File: config.mk
export PLATFORM = sky130hd
export DESIGN_NAME = restoring_divider_flat
export DESIGN_NICKNAME = d
export VERILOG_FILES = /design/src/rtl/restoring_divider_if.sv /design/src/rtl/restoring_divider.sv /design/src/flat_wrapper.sv
export SDC_FILE = /design/constraint.sdc
export NUM_CORES = 1
export LEC_CHECK = 0
export ABC_CLOCK_PERIOD_IN_PS = 3300
export CORE_MARGIN = 5
export CORE_UTILIZATION = 30
export DETAILED_ROUTE_END_ITERATION = 16
export GPL_TIMING_DRIVEN = 0
export PLACE_DENSITY = 0.59
export SYNTH_ARGS = -nofsm -noshare
export SYNTH_HDL_FRONTEND = slang
export SYNTH_SLANG_ARGS = --single-unit
File: constraint.sdc
create_clock -name clock -period 3.3 [get_ports clock]
set_input_delay 0.66 -clock clock [delete_from_list [all_inputs] [get_ports clock]]
set_output_delay 0.66 -clock clock [all_outputs]
set_load 0.05 [all_outputs]
File: src/rtl/restoring_divider_if.sv
// Request/result bundle for the restoring divider.
// start is only honoured while busy is low; done pulses for one cycle when Q/R/div_by_zero update.
interface restoring_divider_if #(
   parameter int N = 8
);
   logic         start;
   logic [N-1:0] A;
   logic [N-1:0] B;
   logic         busy;
   logic         done;
   logic [N-1:0] Q;
   logic [N-1:0] R;
   logic         div_by_zero;

   modport master (
      output start, A, B,
      input  busy, done, Q, R, div_by_zero
   );

   modport slave (
      input  start, A, B,
      output busy, done, Q, R, div_by_zero
   );
endinterface

File: src/rtl/restoring_divider.sv
// Multi-cycle unsigned restoring divider: one quotient bit per clock, N clocks per division.
// Divide-by-zero short-circuits to DONE with Q = all ones and R = dividend.
module restoring_divider #(
   parameter int N = 8
) (
   input  logic                 clock,
   input  logic                 reset_n,
   restoring_divider_if.slave   bus,
   output logic [1:0]           fsm_state
);
   localparam int CW = $clog2(N + 1);

   typedef enum logic [1:0] {
      IDLE = 2'd0,
      CALC = 2'd1,
      DONE = 2'd2
   } state_t;

   state_t        state;
   logic [N-1:0]  dvd;
   logic [N-1:0]  dsr;
   logic [N:0]    rem;
   logic [CW-1:0] cnt;

   logic [N:0]    rem_shift;
   logic [N:0]    trial;
   logic [N:0]    rem_next;
   logic [N-1:0]  dvd_next;

   assign fsm_state = state;

   // The remainder before a shift is always below B, so the N+1-bit trial's MSB is a valid sign.
   always_comb begin
      rem_shift = {rem[N-1:0], dvd[N-1]};
      trial     = rem_shift - {1'b0, dsr};
      rem_next  = rem_shift;
      dvd_next  = {dvd[N-2:0], 1'b0};
      if (!trial[N]) begin
         rem_next = trial;
         dvd_next = {dvd[N-2:0], 1'b1};
      end
   end

   always_ff @(posedge clock or negedge reset_n) begin
      if (!reset_n) begin
         state           <= IDLE;
         dvd             <= '0;
         dsr             <= '0;
         rem             <= '0;
         cnt             <= '0;
         bus.busy        <= 1'b0;
         bus.done        <= 1'b0;
         bus.Q           <= '0;
         bus.R           <= '0;
         bus.div_by_zero <= 1'b0;
      end else begin
         case (state)
            IDLE: begin
               if (bus.start) begin
                  dvd      <= bus.A;
                  dsr      <= bus.B;
                  rem      <= '0;
                  cnt      <= CW'(N);
                  bus.busy <= 1'b1;
                  if (bus.B == '0) begin
                     bus.Q           <= '1;
                     bus.R           <= bus.A;
                     bus.div_by_zero <= 1'b1;
                     bus.done        <= 1'b1;
                     state           <= DONE;
                  end else begin
                     bus.div_by_zero <= 1'b0;
                     state           <= CALC;
                  end
               end
            end
            CALC: begin
               dvd <= dvd_next;
               rem <= rem_next;
               cnt <= cnt - CW'(1);
               if (cnt == CW'(1)) begin
                  bus.Q    <= dvd_next;
                  bus.R    <= rem_next[N-1:0];
                  bus.done <= 1'b1;
                  state    <= DONE;
               end
            end
            DONE: begin
               bus.done <= 1'b0;
               bus.busy <= 1'b0;
               state    <= IDLE;
            end
            default: begin
               bus.done <= 1'b0;
               bus.busy <= 1'b0;
               state    <= IDLE;
            end
         endcase
      end
   end
endmodule

File: src/flat_wrapper.sv
// flat-port wrapper written by rule: the top's interface ports become plain ports
module restoring_divider_flat 
#(
   parameter int N = 8
)
  (clock, reset_n, fsm_state, bus_start, bus_A, bus_B, bus_busy, bus_done, bus_Q, bus_R, bus_div_by_zero);
  restoring_divider_if #(.N(N)) bus_i ();
  input  logic clock;
  input  logic reset_n;
  output logic [1:0] fsm_state;
  input wire logic [$bits(bus_i.start)-1:0] bus_start;
  input wire logic [$bits(bus_i.A)-1:0] bus_A;
  input wire logic [$bits(bus_i.B)-1:0] bus_B;
  output wire logic [$bits(bus_i.busy)-1:0] bus_busy;
  output wire logic [$bits(bus_i.done)-1:0] bus_done;
  output wire logic [$bits(bus_i.Q)-1:0] bus_Q;
  output wire logic [$bits(bus_i.R)-1:0] bus_R;
  output wire logic [$bits(bus_i.div_by_zero)-1:0] bus_div_by_zero;
  assign bus_i.start = bus_start;
  assign bus_i.A = bus_A;
  assign bus_i.B = bus_B;
  assign bus_busy = bus_i.busy;
  assign bus_done = bus_i.done;
  assign bus_Q = bus_i.Q;
  assign bus_R = bus_i.R;
  assign bus_div_by_zero = bus_i.div_by_zero;
  restoring_divider #(.N(N)) u_core (.clock(clock), .reset_n(reset_n), .bus(bus_i), .fsm_state(fsm_state));
endmodule
==> qor.yml, run 1 <==
run:
  maxCapViolCount: 0
layout:
  n_antenna_cell: 0
  nets: 350
  instances_no_fill: 426
  drive_gt1_share_pct: 7.79
  areaGrowthSynthToFinish_pct: 26.8
  fill_cells: 869
worst_setup_path:
  path_class: "register to register"
  critPathRequiredTime_ns: 3.49
  startpoint_type: "register"
  cp_cell_sequence: "inv_1, ha_1, inv_1, fa_1, a211oi_2, o211ai_1, a211oi_2, buf_6, a21oi_1, a221oi_1"
  end_kind: "register"
  cp_max_fo: 10
  worst_path_max_delay_cell: "fa_1"
  cpPeakStageDelay_ns: 0.44
  arrival_ns: 2.96
timing:
  rsz0062_at_grt: "false"
  slew_headroom_pct: 48.4
  max_freq_mhz: 361
  period_needed_ns: 2.77
  fin_crit_sh_pct: 83.9
  hold_viol_final: 0
  setup_ws_ns: 0.531
  drv_slew: 0
  finClkSkew_ns: 0.00693
  hold-worst-slack_ns: 0.254
  setup_tns_ns: 0
  tightestPinTransition_ns: 0.772
  setup-violations-final: 0
synth:
  avgSynthCellArea_um2: 9.15
  yosysWarnings: 0
  synth.distinct_cells: 43
  yosysSeqAreaShare_pct: 49.1
  synth_edf_count: 0
  async_reset_ff_share_pct: 100
  synth_nets: 303
  synthCells: 273
  synth-main-ff-cell: "dfrtp_1"
  synth_seq_cells: 49
  synth_area_mm2: 0.00250
global_route:
  antenna_found_initial: 0
  grt_use_total_pct: 13.4
  grt_overflow_total: 0
  grt_pass1_wl_mm: 10.9
  grt_pass1_vias: 2173
  grt_max_degree: 37
floorplan:
  coreArea_mm2: 0.00818
  die_area_mm2: 0.0103
  fp-row-count: 33
  fp.dieH_um: 101
  die_w_um: 101
  initial_utilization_pct: 30.6
  ios: 40
place:
  dpl.hpwl_mm: 4.85
  place.gp.congestion: 0.820
  dp_slack_ns: 0.523
  dp_cells: 418
  port_buffers: 39
routing:
  first_pass_iters: 4
  wl_per_cell_um: 15.0
  drc_errors: 0
  num_vias: 2130
  viasPerCell: 5.00
  wl_mm: 6.40
  drt_iter0_drc: 93
  antenna_left: 0
clock_tree:
  cts_buffer_depth: 2
  h-tree-depth: 2
  cts-resized-gates: 0
  ctsRootBufferMaster: "clkbuf_8"
  cts_made_buffers: 5
  cts_tree: "done"
  clock_latency_ns: 0.30
  cts_setup_buffers: 0
  path_clk_slew_ns: 0.09
  clock_sinks: 49
  hold_buffers: 0
min_path:
  min_path_type: "primary input to async pin"
run_status:
  run_status: "completed"
-- per-layer routing --
layer,vias up,track usage (%),share of wire [%]
met5,-,0,0
met4,0,4.40,1.2
met3,9,2.48,2.4
met2,29,21.4,50
met1,1053,18.4,47
li1,1039,-,-
-- sequential cells by signal (all words and copies together) (netlist names) --
signal	count
u_core.bus.Q	8
u_core.bus.R	8
u_core.bus.busy	1
u_core.bus.div_by_zero	1
u_core.bus.done	1
u_core.cnt	4
u_core.dsr	8
u_core.dvd	8
u_core.fsm_state	2
u_core.rem	8
-- per-stage QoR --
step	instance area (µm²)	utilization [%]
finish	3170	38.8
CTS	3170	38.8
global placement	3020	36.9
global route	3170	38.8
detailed placement	3040	37.1
floorplan	2500	-
-- final timing paths --
kind / startpoint / slack (ns) / depth (start not counted) / endpoint
min reg2reg: u_core.bus.div_by_zero / 0.49 / 2 / u_core.bus.div_by_zero
max reg2reg: u_core.dvd[7] / 0.53 / 10 / u_core.bus.R[2]
min in group clock: u_core.bus.div_by_zero / 0.49 / 2 / u_core.bus.div_by_zero
min: reset_n / 0.25 / 1 / u_core.fsm_state[0]
max in group asynchronous: reset_n / 2.54 / 2 / u_core.dvd[5]
max: u_core.dvd[7] / 0.53 / 10 / u_core.bus.R[2]
-- area by class of cell --
class	count	area [µm²]	area share (%)
plain buffers	10	51.3	1.62
clock buffers	5	68.8	2.17
clock inverters	3	65.1	2.05
inverters	14	52.6	1.66
multi-input cells	200	1170	36.9
flip-flops and latches	49	1230	38.7
well taps	105	131	4.15
repair buffers	40	405	12.8
-- kinds of logic after synthesis --
| family | after synthesis | share of synthesized area (%) |
|---|---|---|
| DFF | 49 | 49.1 |
| adders and majority gates | 11 | 5.81 |
| xor gates and xnor gates | 6 | 2.10 |
| AOI/OAI and AO/OA | 86 | 21.4 |
| and+or+nand+nor | 94 | 16.3 |
| buffers and inverters | 24 | 4.16 |
| muxes | 3 | 1.20 |
-- cell usage after synthesis (2+ instances only) --
library cell / instances / area share [%]
a211oi_2: 3 / 1.5
a21o_1: 6 / 1.8
a21oi_1: 27 / 5.4
a31oi_1: 5 / 1.3
buf_2: 2 / 0.40
clkbuf_1: 6 / 0.90
dfrtp_1: 49 / 49
ha_1: 10 / 5.0
inv_1: 13 / 2.0
mux2i_1: 3 / 1.2
nand2_1: 44 / 6.6
nand2b_1: 2 / 0.50
nor2_1: 33 / 5.0
nor2_2: 2 / 0.50
nor2b_1: 2 / 0.50
o21a_1: 3 / 0.90
o21ai_0: 27 / 5.4
o22ai_1: 5 / 1.3
or3_1: 2 / 0.50
or4_1: 2 / 0.60
xnor2_1: 4 / 1.4
xor2_1: 2 / 0.70
-- critical path, delay by kind of cell, from the launching register on --
kind,cells,cell delay [ns]
AO/OA/AOI/OAI,5,1.30
adder cells (fa/ha/maj),2,0.61
buffers and inverters,3,0.34
flip-flops,1,0.41
-- cells in the final DEF, fill, tap and decap left out, drive strengths merged, types with 3 or more instances in the layout --
cell type	instances
buf	6
a211oi	4
nand2	44
a21o	6
xnor2	4
o21a	3
clkdlybuf4s50	38
a31oi	5
inv	14
a21oi	27
nor2	35
clkbuf	11
o21ai	27
ha	10
dfrtp	49
o22ai	5
mux2i	3
Power of run 1 is left out: the tool's default activity adds up to more than one toggle a clock period on the data nets, which glitch-free logic cannot reach.
==> inputs of run 2 (changes only) <==
--- a/config.mk
+++ b/config.mk
@@ -5,7 +5,7 @@
 export SDC_FILE = /design/constraint.sdc
 export NUM_CORES = 1
 export LEC_CHECK = 0
-export ABC_CLOCK_PERIOD_IN_PS = 3300
+export ABC_CLOCK_PERIOD_IN_PS = 2750
 export CORE_MARGIN = 5
 export CORE_UTILIZATION = 30
 export DETAILED_ROUTE_END_ITERATION = 16
==> constraint.sdc (replaced) <==
create_clock -name clock -period 2.75 [get_ports clock]
set_input_delay 0.55 -clock clock [delete_from_list [all_inputs] [get_ports clock]]
set_output_delay 0.55 -clock clock [all_outputs]
set_load 0.05 [all_outputs]
==> qor.yml, run 2 (same netlist as run 1, synthesis figures left out) <==
global_route:
  grt_max_degree: 37
  grt_use_total_pct: 13.6
  grt_overflow_total: 0
  antenna_found_initial: 0
  grt_pass1_wl_mm: 11.1
  grt_pass1_vias: 2197
worst_setup_path:
  reg2reg_depth: 11
  startpoint_type: "register"
  path_class: "register to register"
  worstReg2RegStart: "u_core.dvd[7]"
  arrival_ns: 2.81
  r2r_slack_ns: 0.12
  worst_path_max_delay_cell: "dfrtp_1"
  cpPeakStageDelay_ns: 0.41
  r2r_end: "u_core.bus.R[6]"
  critPathRequiredTime_ns: 2.93
  end_kind: "register"
  cp_cell_sequence: "inv_1, ha_2, inv_1, fa_2, a211oi_2, o211ai_1, a211oi_2, buf_2, nor2_1, a21oi_2, a31oi_1"
  cp_max_fo: 5
clock_tree:
  ctsRootBufferMaster: "clkbuf_8"
  clock_latency_ns: 0.30
  cts_tree: "done"
  clock_sinks: 49
  path_clk_slew_ns: 0.09
  cts_buffer_depth: 2
  h-tree-depth: 2
  cts_made_buffers: 5
  hold_buffers: 0
place:
  place.gp.congestion: 0.820
  dpl.hpwl_mm: 4.85
  place_area_mm2: 0.00304
  dp_cells: 418
  port_buffers: 39
floorplan:
  coreArea_mm2: 0.00818
  fp.dieH_um: 101
  die_w_um: 101
  die_area_mm2: 0.0103
  initial_utilization_pct: 30.6
  ios: 40
  fp-row-count: 33
routing:
  wl_per_cell_um: 15.2
  num_vias: 2130
  viasPerCell: 4.95
  drt_iter0_drc: 89
  drc_errors: 0
  first_pass_iters: 4
  wl_mm: 6.53
  antenna_left: 0
run_status:
  run_status: "completed"
timing:
  setup_tns_ns: 0
  hold_viol_final: 0
  period_needed_ns: 2.63
  fin_crit_sh_pct: 95.5
  rsz0062_at_grt: "true"
  finClkSkew_ns: 0.00735
  slew_headroom_pct: 48.6
  drv_slew: 0
  setup-violations-final: 0
  tightestPinTransition_ns: 0.769
  max_freq_mhz: 381
min_path:
  min_path_type: "primary input to async pin"
layout:
  most-common-layout-cells: "dfrtp_1 (49), nand2_1 (44), clkdlybuf4s50_1 (38), nor2_1 (32), o21ai_0 (26)"
  nets: 354
  instances_no_fill: 430
  fin_area_mm2: 0.00323
  post-route-util_pct: 39.5
  drive_gt1_share_pct: 11.4
  layout_commonest_cell: "dfrtp_1"
  fill_cells: 858
  n_antenna_cell: 0
  areaGrowthSynthToFinish_pct: 29.2
run:
  maxCapViolCount: 0
[run 2: changes by cell type in the layout (fill, tap and decap cells not counted), sizes merged]
cell,change
buf,+4
[run 2: cell type report]
cell class	instances	area, µm²	area share, %
sequential	49	1230	38.0
tap	105	131	4.07
timing repair buffer	44	433	13.4
buffer	10	51.3	1.59
clock inverter	3	65.1	2.02
inverter	14	52.6	1.63
multi-input combinational	200	1200	37.2
clock buffer	5	68.8	2.13
[run 2: timing repair]
item | 4_1_cts | 5_1_grt
endpoints found under the setup margin | 4 | 16
pin swaps | 3 | 5
buffers inserted | 2 | 1
gates cloned | 0 | 1
gates resized for setup | 1 | 8
[run 2: how the worst max path moves through the flow]
| stage | endpoint | startpoint | slack (ns) | cells past startpoint |
|---|---|---|---|---|
| finish | u_core.bus.R[6] | u_core.dvd[7] | 0.12 | 11 |
| global route | u_core.bus.R[6] | u_core.dvd[7] | -0.02 | 11 |
| CTS | u_core.bus.R[6] | u_core.dvd[7] | -0.003 | 11 |
| detailed placement | u_core.rem[1] | u_core.dvd[7] | 0.002 | 10 |
| global placement | u_core.bus.Q[2] | reset_n | -0.43 | 1 |
| floorplan | u_core.bus.R[0] | u_core.dvd[7] | 0.42 | 10 |
[run 2: metal layers]
layer	vias to the layer above	GRT usage, %	routed length [µm]
li1	1043	-	-
met5	-	0	0
met1	1033	18.4	2970
met4	0	4.81	135
met2	41	21.7	3230
met3	13	2.62	193
[run 2: worst max-delay path: cells and delay by family (launching register included)]
| kind | cells | cell delay [ns] |
|---|---|---|
| compound gates | 5 | 1.07 |
| fa+ha+maj | 2 | 0.55 |
| flops | 1 | 0.41 |
| buf+inv | 3 | 0.38 |
| simple gates | 1 | 0.07 |
[run 2: stage by stage]
step	setup WS [ns]	hold WS, ns
floorplan	0.417	0.254
global placement	-0.425	0.471
detailed placement	0.00198	0.474
CTS	-0.00261	0.143
global route	-0.0244	0.165
finish	0.124	0.145
Power of run 2 is left out for the same reason.
==> inputs of run 3 (changes only) <==
--- a/config.mk
+++ b/config.mk
@@ -10,7 +10,6 @@
 export CORE_UTILIZATION = 30
 export DETAILED_ROUTE_END_ITERATION = 16
 export GPL_TIMING_DRIVEN = 0
-export PLACE_DENSITY = 0.59
 export SYNTH_ARGS = -nofsm -noshare
 export SYNTH_HDL_FRONTEND = slang
 export SYNTH_SLANG_ARGS = --single-unit
==> qor.yml, run 3 (same netlist as run 1, synthesis figures left out) <==
place:
  dpl.hpwl_mm: 4.81
  dp_cells: 418
  place.gp.congestion: 0.833
  port_buffers: 39
floorplan:
  die_w_um: 101
  coreArea_mm2: 0.00818
  initial_utilization_pct: 30.6
  die_area_mm2: 0.0103
  ios: 40
  fp.dieH_um: 101
  fp-row-count: 33
worst_setup_path:
  arrival_ns: 2.76
  reg2reg_depth: 11
  cp-startpoint: "u_core.dvd[7]"
  end_kind: "register"
  r2r_end: "u_core.rem[5]"
  critPathRequiredTime_ns: 2.92
  path_class: "register to register"
  startpoint_type: "register"
  worstReg2RegStart: "u_core.dvd[7]"
  crit_path_end: "u_core.rem[5]"
  r2r_slack_ns: 0.16
  cp_max_fo: 3
timing:
  drv_slew: 0
  slew_headroom_pct: 42.2
  fin_crit_sh_pct: 94.1
  max_freq_mhz: 386
  rsz0062_at_grt: "true"
  setup_tns_ns: 0
  hold_viol_final: 0
  tightestPinTransition_ns: 0.865
  period_needed_ns: 2.59
  setup-violations-final: 0
  finClkSkew_ns: 0.00759
routing:
  wl_mm: 6.44
  wl_met1_mm: 2.86
  top_layer_used: "met4"
  wl_per_cell_um: 14.9
  drc_errors: 0
  viasPerCell: 4.97
  wl_met3_um: 273
  antenna_left: 0
  dr_wl_met2_mm: 3.22
  first_pass_iters: 4
  drt_iter0_drc: 96
  num_vias: 2144
layout:
  areaGrowthSynthToFinish_pct: 28.2
  seq_area_mm2: 0.00123
  most-common-layout-cells: "dfrtp_1 (49), nand2_1 (44), clkdlybuf4s50_1 (38), nor2_1 (33)"
  nets: 355
  multi_input_area_mm2: 0.00119
  n_antenna_cell: 0
  fill_cells: 847
  instances_no_fill: 431
  layout_commonest_cell: "dfrtp_1"
  drive_gt1_share_pct: 10.4
global_route:
  antenna_found_initial: 0
  grt_pass1_vias: 2182
  grt_overflow_total: 0
  grt_max_degree: 37
  grt_pass1_wl_mm: 10.7
  grt_use_total_pct: 13.1
clock_tree:
  clock_latency_ns: 0.30
  cts_tree: "done"
  h-tree-depth: 2
  clock_sinks: 49
  path_clk_slew_ns: 0.09
  cts_made_buffers: 5
  cts_buffer_depth: 2
  ctsRootBufferMaster: "clkbuf_8"
min_path:
  min_path_type: "primary input to async pin"
run_status:
  run_status: "completed"
run:
  maxCapViolCount: 0
==> run 3: worst min-delay path by stage <==
| stage | from | end | depth (start not counted) |
|---|---|---|---|
| 2_1_floorplan | reset_n | u_core.bus.Q[0] | 0 |
| 3_5_place_dp | u_core.bus.div_by_zero | u_core.bus.div_by_zero | 2 |
| 4_1_cts | reset_n | u_core.dsr[1] | 1 |
| 5_1_grt | reset_n | u_core.dsr[1] | 1 |
| 6_report | reset_n | u_core.dsr[7] | 1 |
| 3_3_place_gp | u_core.bus.div_by_zero | u_core.bus.div_by_zero | 2 |
==> run 3: stage by stage <==
| stage | hold WS [ns] | setup slack, ns | util [%] | area, µm² |
|---|---|---|---|---|
| finish | 0.146 | 0.162 | 39.2 | 3200 |
| global route | 0.154 | -0.0380 | 39.2 | 3200 |
| CTS | 0.139 | 0.0281 | 38.6 | 3150 |
| detailed placement | 0.474 | 0.0223 | 37.1 | 3040 |
| global placement | 0.471 | -0.379 | 36.9 | 3020 |
| floorplan | 0.254 | 0.417 | - | 2500 |
==> run 3: worst max-delay path: stages (launching register included) <==
cell and delay, ns:
dfrtp_1 0.41, inv_2 0.08, ha_2 0.18, inv_1 0.06, fa_2 0.40, a211oi_4 0.29
o2111a_1 0.28, a211oi_2 0.08, buf_4 0.17, and2_2 0.19, a31oi_2 0.22, o21ai_0 0.12
==> run 3: cell type report <==
type	count	area share, %
well taps	105	4.10
plain buffers	10	1.60
clock inverters	2	1.21
multi-input cells	200	37.2
clock buffers	6	2.26
flip-flops and latches	49	38.3
inverters	14	1.64
repair buffers	45	13.7
==> run 3: what timing repair did <==
item,CTS,global route
hold buffers,0,0
setup buffers,1,3
cloned,0,1
setup endpoints to repair,2,15
pin swaps,1,5
resized for setup,0,7
==> run 3: metal layers <==
layer	track usage, %	vias up
li1	-	1046
met1	17.5	1051
met2	21.3	41
met3	2.48	6
met4	4.40	0
met5	0	-
Power of run 3 is left out for the same reason.
